**config.mk**
```make
export PLATFORM = sky130hd
export DESIGN_NAME = cortocircuito
export DESIGN_NICKNAME = d
export VERILOG_FILES = /design/src/rtl/cortocircuito.sv
export SDC_FILE = /design/constraint.sdc
export NUM_CORES = 1
export LEC_CHECK = 0
export CAP_MARGIN = 20
export CORE_MARGIN = 2
export CORE_UTILIZATION = 35
export CTS_CLUSTER_SIZE = 8
export DETAILED_ROUTE_END_ITERATION = 8
export HOLD_SLACK_MARGIN = 0.08
export PLACE_DENSITY = 0.61
export SYNTH_ARGS = -nofsm -noshare
export SYNTH_HDL_FRONTEND = slang
export SYNTH_SLANG_ARGS = --single-unit
```
**constraint.sdc**
```tcl
create_clock -name clk -period 2.2 [get_ports clk]
set_clock_uncertainty 0.05 [all_clocks]
set_input_delay 0.22 -clock clk [delete_from_list [all_inputs] [get_ports clk]]
set_output_delay 0.22 -clock clk [all_outputs]
set_load 0.005 [all_outputs]
```
**src/rtl/cortocircuito.sv**
```systemverilog
// Operand forwarding select for the EX stage, plus saturating counters of forwarded operands.
// Selects are zero-cycle combinational; counters update on clk when valid, no backpressure.
module cortocircuito (
    input  logic        clk,
    input  logic        reset,
    input  logic [4:0]  Rs,
    input  logic [4:0]  Rt,
    input  logic [4:0]  RdMem,
    input  logic        EscMem,
    input  logic [4:0]  RdWb,
    input  logic        EscWb,
    input  logic        valid,
    output logic [1:0]  forA,
    output logic [1:0]  forB,
    output logic        fwd_any,
    output logic [15:0] cnt_mem,
    output logic [15:0] cnt_wb
);

    localparam logic [1:0] SelReg = 2'b00;
    localparam logic [1:0] SelMem = 2'b10;
    localparam logic [1:0] SelWb  = 2'b01;

    // MEM is checked first: it carries the younger result for the same register.
    function automatic logic [1:0] pickSource(
        input logic [4:0] src,
        input logic [4:0] rdM,
        input logic       escM,
        input logic [4:0] rdW,
        input logic       escW
    );
        if (escM && (rdM != 5'd0) && (rdM == src)) begin
            return SelMem;
        end
        if (escW && (rdW != 5'd0) && (rdW == src)) begin
            return SelWb;
        end
        return SelReg;
    endfunction

    function automatic logic [15:0] satAdd(input logic [15:0] cur, input logic [1:0] inc);
        logic [16:0] sum;
        sum = {1'b0, cur} + {15'd0, inc};
        return sum[16] ? 16'hFFFF : sum[15:0];
    endfunction

    logic [1:0] memInc;
    logic [1:0] wbInc;

    always_comb begin
        forA    = pickSource(Rs, RdMem, EscMem, RdWb, EscWb);
        forB    = pickSource(Rt, RdMem, EscMem, RdWb, EscWb);
        fwd_any = (forA != SelReg) || (forB != SelReg);
        memInc  = {1'b0, forA == SelMem} + {1'b0, forB == SelMem};
        wbInc   = {1'b0, forA == SelWb} + {1'b0, forB == SelWb};
    end

    always_ff @(posedge clk or posedge reset) begin
        if (reset) begin
            cnt_mem <= 16'd0;
            cnt_wb  <= 16'd0;
        end else if (valid) begin
            cnt_mem <= satAdd(cnt_mem, memInc);
            cnt_wb  <= satAdd(cnt_wb, wbInc);
        end
    end

endmodule

```
After elaboration in Yosys (flattened, before gate mapping):

Index checks and enable logic that the tools add are counted.

* $add $sub $neg: 4
* eq/ne operators: 8
* muxes and demuxes: 16
* reduce and logical (&&, ||, !) cells: 11

Operators by type and width (count)
* 16-bit by 2-bit adder with 17-bit output: 2
* 16-bit two-way mux: 2
* 5-bit equality test: 4
* 2-bit two-way mux: 8
* 5-bit nonzero test: 2
* 1-bit logical AND: 6
* 1-bit two-way mux: 6
* 1-bit by 1-bit adder with 2-bit output: 2
* 2-bit by 1-bit equality test with 1-bit output (second input constant): 2
* 2-bit equality test (second input constant): 2
* 2-bit nonzero test: 2
* 1-bit logical OR: 1

* bits in registers: 32
* input port bits: 25
* output and inout bits: 37

Depth between registers and ports, before layout:

Gate-level depths: netlist (run 1).

* depth in word-level cells: 11
* mapped depth: 11
* mapped depth without buffers: 10

Worst setup path after synthesis (run 1):

Ideal clock, no wire load.

* path type: in2reg
* start: input port RdMem[4]
* end: register cnt_wb[0]
* library setup time: 0.134 ns
* arrival time: 2.659 ns
* data required time: 2.016 ns
* setup slack: -0.643 ns
* stages: 11
* buffers on the path: 2
* cells stage by stage: or4_4 -> nor2_4 -> nor4_1 -> nor2b_1 -> fa_1 -> ha_1 -> nand4_1 -> or4_1 -> clkbuf_1 -> clkbuf_1 -> nand2_1

* cells in the longest elaborated chain, start to end: 9
* elaborated cells between the ends (all ways): 15

RTL lines
* start, declared: line 8 `input logic [4:0] RdMem,`
* 5-bit nonzero test: line 32 `if (escM && (rdM != 5'd0) && (rdM == src)) begin`
* 1-bit logical AND: line 32
* 1-bit logical AND *: line 32
* 1-bit two-way mux *: line 32
* 2-bit two-way mux *: line 35 `if (escW && (rdW != 5'd0) && (rdW == src)) begin`
* named net forA[1]: line 13 `output logic [1:0] forA,`
* 2-bit by 1-bit equality test with 1-bit output *: line 55 `wbInc = {1'b0, forA == SelWb} + {1'b0, forB == SelWb};`
* 1-bit by 1-bit adder with 2-bit output *: line 55
* 16-bit by 2-bit adder with 17-bit output *: line 43 `sum = {1'b0, cur} + {15'd0, inc};`
* 16-bit two-way mux *: line 44 `return sum[16] ? 16'hFFFF : sum[15:0];`
* end signal, assigned: line 64 `cnt_wb <= satAdd(cnt_wb, wbInc);`
* end, declared: line 17 `output logic [15:0] cnt_wb`

Mark *: on every way through the listed nets, which the timed path passes. The rest lies on a longest branch.
A chain may end at the register's enable or synchronous reset.

Worst setup path after layout (run 1):

* start: input port RdMem[0]
* end: register cnt_wb[10]

* cells in the longest elaborated chain, start to end: 9
* elaborated cells between the ends (all ways): 15

RTL lines (line)
* 5-bit nonzero test: 32
* 1-bit logical AND (2 in series): 32
* 1-bit two-way mux: 32
* 2-bit two-way mux: 35
* 2-bit by 1-bit equality test with 1-bit output: 55
* 1-bit by 1-bit adder with 2-bit output *: 55
* 16-bit by 2-bit adder with 17-bit output *: 43
* 16-bit two-way mux *: 44

Every way passes the cells marked *; elsewhere a longest branch is shown, timed or not.

==> results of run 1 <==
==> layout make-up <==
class	count	area, µm²	area share
multi-input combinational	162	1460	0.425
timing repair buffer	110	980	0.285
sequential	32	801	0.233
tap	70	87.6	0.0255
clock buffer	6	82.6	0.0240
inverter	5	18.8	0.00546
clock inverter	2	10.0	0.00291
==> power groups by stage <==
stage | combinational (mW) | sequential (mW) | clock, mW
floorplan | 0.113 | 0.686 | 0
global placement | 0.305 | 0.692 | 0
detailed placement | 0.309 | 0.691 | 0
CTS | 0.310 | 0.682 | 0.479
global route | 0.387 | 0.696 | 0.517
finish | 0.357 | 0.690 | 0.468
==> placed cells by master, fill, tap and decap left out, types with 4 or more instances in the layout <==
master,instances
xnor2_1,11
dfrtp_1,32
xor2_1,15
clkdlybuf4s50_1,36
clkbuf_2,4
nand3_1,14
nand4_1,13
xnor2_2,7
buf_4,39
buf_6,16
buf_2,6
nand2_2,19
nand2_1,16
nor2_1,5
mux2i_1,5
nor4_4,6
clkbuf_8,6
inv_1,5
==> routing by layer <==
layer  vias up  wire length [µm]  track usage
li1        940                 -            -
met1       905              2480        0.247
met2        44              2920        0.326
met3        11               214       0.0395
met4         0                82       0.0579
met5         -                 0            0
==> metrics by stage <==
step | hold WS [ns] | cell area (µm²) | utilization | power [mW]
5_1_grt | 0.309 | 3440 | 0.661 | 1.60
3_3_place_gp | 0.487 | 2920 | 0.560 | 0.998
3_5_place_dp | 0.490 | 2920 | 0.560 | 1.00
2_1_floorplan | 0.286 | 1970 | - | 0.798
6_report | 0.273 | 3440 | 0.661 | 1.52
4_1_cts | 0.284 | 3130 | 0.601 | 1.47
==> logic make-up (layout without fill, tap and decap cells) <==
| family | Yosys count | after routing | share of synthesized area |
|---|---|---|---|
| XOR/XNOR | 37 | 37 | 0.170 |
| multiplexers | 9 | 9 | 0.0497 |
| AND/OR/NAND/NOR | 105 | 105 | 0.290 |
| flip-flops | 32 | 32 | 0.419 |
| buffers and inverters | 9 | 123 | 0.0183 |
| adder cells (fa/ha/maj) | 4 | 4 | 0.0340 |
| AO/OA/AOI/OAI | 7 | 7 | 0.0196 |
==> registers in the layout, summed over array words and instances, names as in the netlist <==
| register | count |
|---|---|
| cnt_mem | 16 |
| cnt_wb | 16 |
==> critical path, cell delays in order <==
cell and delay, ns:
buf_6 0.10, or4_4 0.55, nor2_4 0.19, nor4_4 0.09, nor2b_4 0.13, fa_2 0.23, ha_4 0.13, nand4_1 0.12
buf_4 0.18, or4_4 0.54, buf_6 0.17, nand2_2 0.06
==> worst max path at each step <==
stage / start / end / slack [ns] / cells past startpoint
2_1_floorplan: RdMem[4] / cnt_wb[14] / -0.42 / 10
3_3_place_gp: RdWb[1] / cnt_wb[14] / -0.91 / 11
3_5_place_dp: RdWb[0] / cnt_wb[14] / -1.01 / 11
4_1_cts: RdMem[0] / cnt_wb[14] / -0.26 / 11
5_1_grt: RdMem[0] / cnt_wb[10] / -0.41 / 12
6_report: RdMem[0] / cnt_wb[10] / -0.36 / 12
==> timing repair <==
action,in CTS,in global routing
setup endpoints to repair,37,37
cloned,1,0
pin swaps,20,21
resized for setup,81,82
setup buffers,5,8
==> key figures, run 1 <==
Clock network
  • Post-CTS Hold Fix Bufs: 0
  • TritonCTS Buffers: 5
  • Clock latency on the worst-skew pair: 0.29 ns
  • Reg clk slew, reported paths: 0.07 ns
  • # H-tree levels: 2
  • CTS tree: built
  • Root Buffer: clkbuf_8
  • Longest Clk Path Bufs: 2
  • Clk sink count: 32

Critical path
  • CP required: 2.37 ns
  • Worst-path fanout max: 5
  • R2R Setup Slk: 0.23 ns
  • Crit Path Class: input port to flop
  • Worst r2r path cells: 7
  • CP arrival: 2.73 ns
  • Worst Setup End Kind: flop
  • Reg2reg start: cnt_wb[0]
  • Worst r2r dst: cnt_wb[10]
  • CP startpoint kind: input port

Layout
  • Diode count: 0
  • Share of cells above drive strength 1: 0.442
  • Fillers: 414
  • Nets@finish: 345
  • Layout area overhead: 79.9%
  • Finished Layout Cells: 387

STA
  • Final Hold Fails: 0
  • Unrepaired setup endpoints after global routing: true
  • Tightest Pin Transition: 0.503 ns
  • Final period utilization: 1.16
  • Final setup margin: -0.355 ns
  • Max Fclk: 391 MHz
  • Setup violations, final: 33
  • Final slew viol count: 0
  • Sum of negative setup slack: -8.73 ns
  • Min cycle time layout: 2.56 ns
  • Max_slew headroom: 0.663

Synth
  • Post-synth top cells: 35 x nand2_1, 32 x dfrtp_1, 20 x xnor2_1, 17 x nand3_1, 17 x xor2_1
  • Number of synthesized flops with an enable pin: 0
  • Synth top area cells: dfrtp_1 42%, xnor2_1 9.2%, xor2_1 7.8%, nand2_1 6.9%, nand3_1 4.5%
  • Cell with the most instances after synthesis: nand2_1
  • Net Count, Synth: 232
  • Cell taking the most area after synthesis: dfrtp_1
  • Post-synth ARST share: 1.00
  • Seq cells post-synth: 32
  • Synth Area per Inst: 9.42 µm²
  • Post-Syn Area: 1910 µm²
  • Primary FF master, synth: dfrtp_1
  • Synth warn: 0
  • Gate count of the mapped netlist: 203
  • Top-area cell type share of the netlist area: 0.419
  • Register area share after synthesis: 0.419
  • Post-synthesis cell type count: 30

Power
  • Peak VDD IR: 326 µV
  • Sequential share of power: 0.456
  • Clock power share: 0.309
  • Cell Pwr Density: 441 nW/µm²
  • Internal power: 1.08 mW
  • Sw Share: 0.285
  • Net load switching power: 0.432 mW
  • Leakage power: 1.63 nW
  • Combinational Power Share: 0.235

Placement
  • Post-Place Setup Slack: -1.01 ns
  • IO buf count: 61
  • Routability cong.: 0.849
  • DP Cell Count: 366
  • DPL Wire Length: 3.85 mm

Global routing
  • Number of global-route vias before repair: 1,855
  • Initial antenna violation count: 0
  • GR Overflow Total: 0
  • First-pass GRT wire length: 9.11 mm
  • Total Routing Usage GR: 0.192
  • Largest net degree at the start of global routing: 33

Route
  • DRT Pass-1 Iters: 4
  • Routed Antenna Nets: 0
  • Via Count: 1,900
  • DR vias/cell: 4.91
  • WL per Instance: 14.7 µm
  • Final wirelength: 5.70 mm
  • DRC viols: 0
  • Initial DRC Count: 75

Floorplan
  • I/O pin total: 62
  • Core area: 5200 µm²
  • Die area: 6070 µm²
  • Die Wd: 77.9 µm
  • Starting Density: 0.367
  • Row cnt: 26
  • Chip height: 77.9 µm

Flow run
  • Maxcap violations: 0

Min path
  • Worst hold path class: input port to asynchronous set/reset pin

Run status
  • Outcome: complete, but fails checks
  • Failing checks: setup timing
Note: power is estimated with default switching activity, not from simulation.
==> run 2, diff against run 1 <==
- CORE_UTILIZATION: 35 -> 46
- PLACE_DENSITY: 0.61 -> 0.77
==> key figures, run 2 (synthesized netlist as in run 1, its figures left out) <==
Power
  • Leakage power: 1.65 nW (was 1.63 nW)
  • Peak VDD IR: 372 µV (was 326 µV)
  • Cell Pwr Density: 465 nW/µm² (was 441 nW/µm²)
  • Total power: 1.61 mW (was 1.52 mW)

Critical path
  • CP arrival: 2.67 ns (was 2.73 ns)
  • Crit Path Class: input port to flop (unchanged)
  • CP peak stage delay: 0.55 ns (about the same)
  • Most frequent CP cell: buf_4
  • CP startpoint kind: input port (unchanged)
  • Highest-delay cell along the critical path: or4_4 (unchanged)
  • Worst r2r path cells: 5 (was 7)
  • CP required: 2.33 ns (was 2.37 ns)
  • Reg2reg start: cnt_wb[4] (was cnt_wb[0])
  • Worst-path fanout max: 3 (was 5)
  • CP endpoint: cnt_wb[15] (was cnt_wb[10])
  • Worst r2r dst: cnt_wb[15] (was cnt_wb[10])
  • R2R Setup Slk: 0.24 ns (was 0.23 ns)
  • Crit. Startpoint: RdMem[0] (unchanged)
  • Worst Setup End Kind: flop (unchanged)
  • CP Cell Sequence: buf_8 -> or4_4 -> nor2_4 -> buf_6 -> nor4_4 -> nor2b_4 -> fa_2 -> buf_4 -> nand3_1 -> nor4_1 -> buf_4 -> nand3_2 -> mux2_4 (was buf_6 -> or4_4 -> nor2_4 -> nor4_4 -> nor2b_4 -> fa_2 -> ha_4 -> nand4_1 -> buf_4 -> or4_4 -> buf_6 -> nand2_2)

STA
  • Setup violations, final: 33 (unchanged)
  • Unrepaired setup endpoints after global routing: true (unchanged)
  • Max_slew headroom: 0.693 (was 0.663)
  • Min cycle time layout: 2.54 ns (was 2.56 ns)
  • Final period utilization: 1.15 (was 1.16)
  • Final slew viol count: 0 (unchanged)
  • Tightest Pin Transition: 0.457 ns (was 0.503 ns)
  • Max Fclk: 394 MHz (was 391 MHz)
  • Final Hold Fails: 0 (unchanged)
  • Final setup margin: -0.340 ns (was -0.355 ns)

Flow run
  • Maxcap violations: 0 (unchanged)

Route
  • DRT Pass-1 Iters: 4 (unchanged)
  • WL per Instance: 17.4 µm (was 14.7 µm)
  • DRC viols: 0 (unchanged)
  • DR vias/cell: 5.48 (was 4.91)
  • Initial DRC Count: 106 (was 75)
  • Via Count: 2,023 (was 1,900)
  • Final wirelength: 6.43 mm (was 5.70 mm)
  • Routed Antenna Nets: 0 (unchanged)

Clock network
  • Clock latency on the worst-skew pair: 0.29 ns (about the same)
  • TritonCTS Buffers: 5 (unchanged)
  • Longest Clk Path Bufs: 2 (unchanged)
  • Reg clk slew, reported paths: 0.07 ns (about the same)
  • Root Buffer: clkbuf_8 (unchanged)
  • # H-tree levels: 2 (unchanged)
  • Clk sink count: 32 (unchanged)
  • CTS tree: built (unchanged)
  • Post-CTS Hold Fix Bufs: 0 (unchanged)

Floorplan
  • Starting Density: 0.478 (was 0.367)
  • Die area: 4690 µm² (was 6070 µm²)
  • Die Wd: 68.5 µm (was 77.9 µm)
  • Row cnt: 23 (was 26)
  • I/O pin total: 62 (unchanged)
  • Core area: 4000 µm² (was 5200 µm²)
  • Chip height: 68.5 µm (was 77.9 µm)

Global routing
  • GR Overflow Total: 0 (unchanged)
  • Largest net degree at the start of global routing: 33 (unchanged)
  • Number of global-route vias before repair: 1,905 (was 1,855)
  • First-pass GRT wire length: 9.27 mm (was 9.11 mm)
  • Total Routing Usage GR: 0.277 (was 0.192)
  • Initial antenna violation count: 0 (unchanged)

Run status
  • Outcome: complete, but fails checks (unchanged)
  • Failing checks: setup timing (unchanged)

Layout
  • Nets@finish: 347 (was 345)
  • Largest regs: cnt_mem x16, cnt_wb x16 (unchanged)
  • Layout area overhead: 81.5% (was 79.9%)
  • Share of cells above drive strength 1: 0.436 (was 0.442)
  • Diode count: 0 (unchanged)
  • Finished Layout Cells: 369 (was 387)
  • Commonest non-fill, non-tap cell in the layout: clkdlybuf4s50_1 (was buf_4)
  • Most frequent cells in the layout: 34 x clkdlybuf4s50_1, 32 x dfrtp_1, 30 x buf_4 (was 39 x buf_4, 36 x clkdlybuf4s50_1, 32 x dfrtp_1)

Min path
  • Worst hold path class: input port to asynchronous set/reset pin (unchanged)

Placement
  • DP Cell Count: 346 (was 366)
  • DPL Wire Length: 3.91 mm (was 3.85 mm)
  • Routability cong.: 0.945 (was 0.849)
  • IO buf count: 61 (unchanged)
  • Post-Place Setup Slack: -0.988 ns (was -1.01 ns)
-- run 2: cell count changes in the layout (fill, tap and decap cells not counted), moves of 3 or more --
cell           previous run  this run
nand2_2                  19        12
dlygate4sd2_1             3         8
nand2_1                  16        23
buf_6                    16        24
nor2_2                    0         3
buf_4                    39        30
-- run 2: worst min path at each step --
| stage | start | end | slack [ns] |
|---|---|---|---|
| floorplan | reset | cnt_mem[0] | 0.29 |
| global placement | cnt_mem[0] | cnt_mem[0] | 0.49 |
| detailed placement | cnt_wb[11] | cnt_wb[11] | 0.49 |
| CTS | reset | cnt_wb[10] | 0.28 |
| global route | reset | cnt_mem[2] | 0.30 |
| finish | reset | cnt_wb[10] | 0.26 |
-- run 2: repair_timing --
| item | CTS | global route |
|---|---|---|
| setup endpoints to repair | 37 | 35 |
| pin swaps | 28 | 19 |
| hold endpoints to repair | 0 | 0 |
| setup buffers | 11 | 9 |
| cloned | 0 | 0 |
| gates resized for setup | 104 | 59 |
-- run 2: power breakdown --
part | internal [mW] | total, mW | switching, mW
Combinational | 0.204 | 0.357 | 0.153
Clock | 0.336 | 0.565 | 0.229
Sequential | 0.626 | 0.692 | 0.0662
Total | 1.17 | 1.61 | 0.448
-- run 2: area by class of cell --
cell class | instances | area [µm²]
clock buffers | 6 | 72.6
well taps | 50 | 62.6
clock inverters | 2 | 35.0
inverters | 5 | 18.8
fillers | 192 | 531
repair buffers | 112 | 1020
flip-flops and latches | 32 | 801
multi-input cells | 162 | 1460
-- run 2: per-layer routing --
metal,GRT usage,routed length [µm],vias up
met3,0.0625,296,19
met5,0,0,-
met2,0.477,3310,70
li1,-,-,943
met4,0.0875,187,0
met1,0.342,2640,991
-- run 2: critical path, delay by kind of cell --
kind / cells / cell delay, ns
simple gates: 7 / 1.33
buf+inv: 4 / 0.57
mux: 1 / 0.31
fa+ha+maj: 1 / 0.24
-- run 2: per-stage QoR --
stage | TNS [ns] | util | hold slack [ns] | instance area, µm²
after floorplan | -7.58 | - | 0.286 | 1970
after global placement | -29.35 | 0.723 | 0.493 | 2890
after detailed placement | -31.62 | 0.723 | 0.491 | 2890
after CTS | -3.82 | 0.817 | 0.280 | 3270
after global routing | -8.80 | 0.867 | 0.303 | 3470
final | -6.31 | 0.867 | 0.261 | 3470
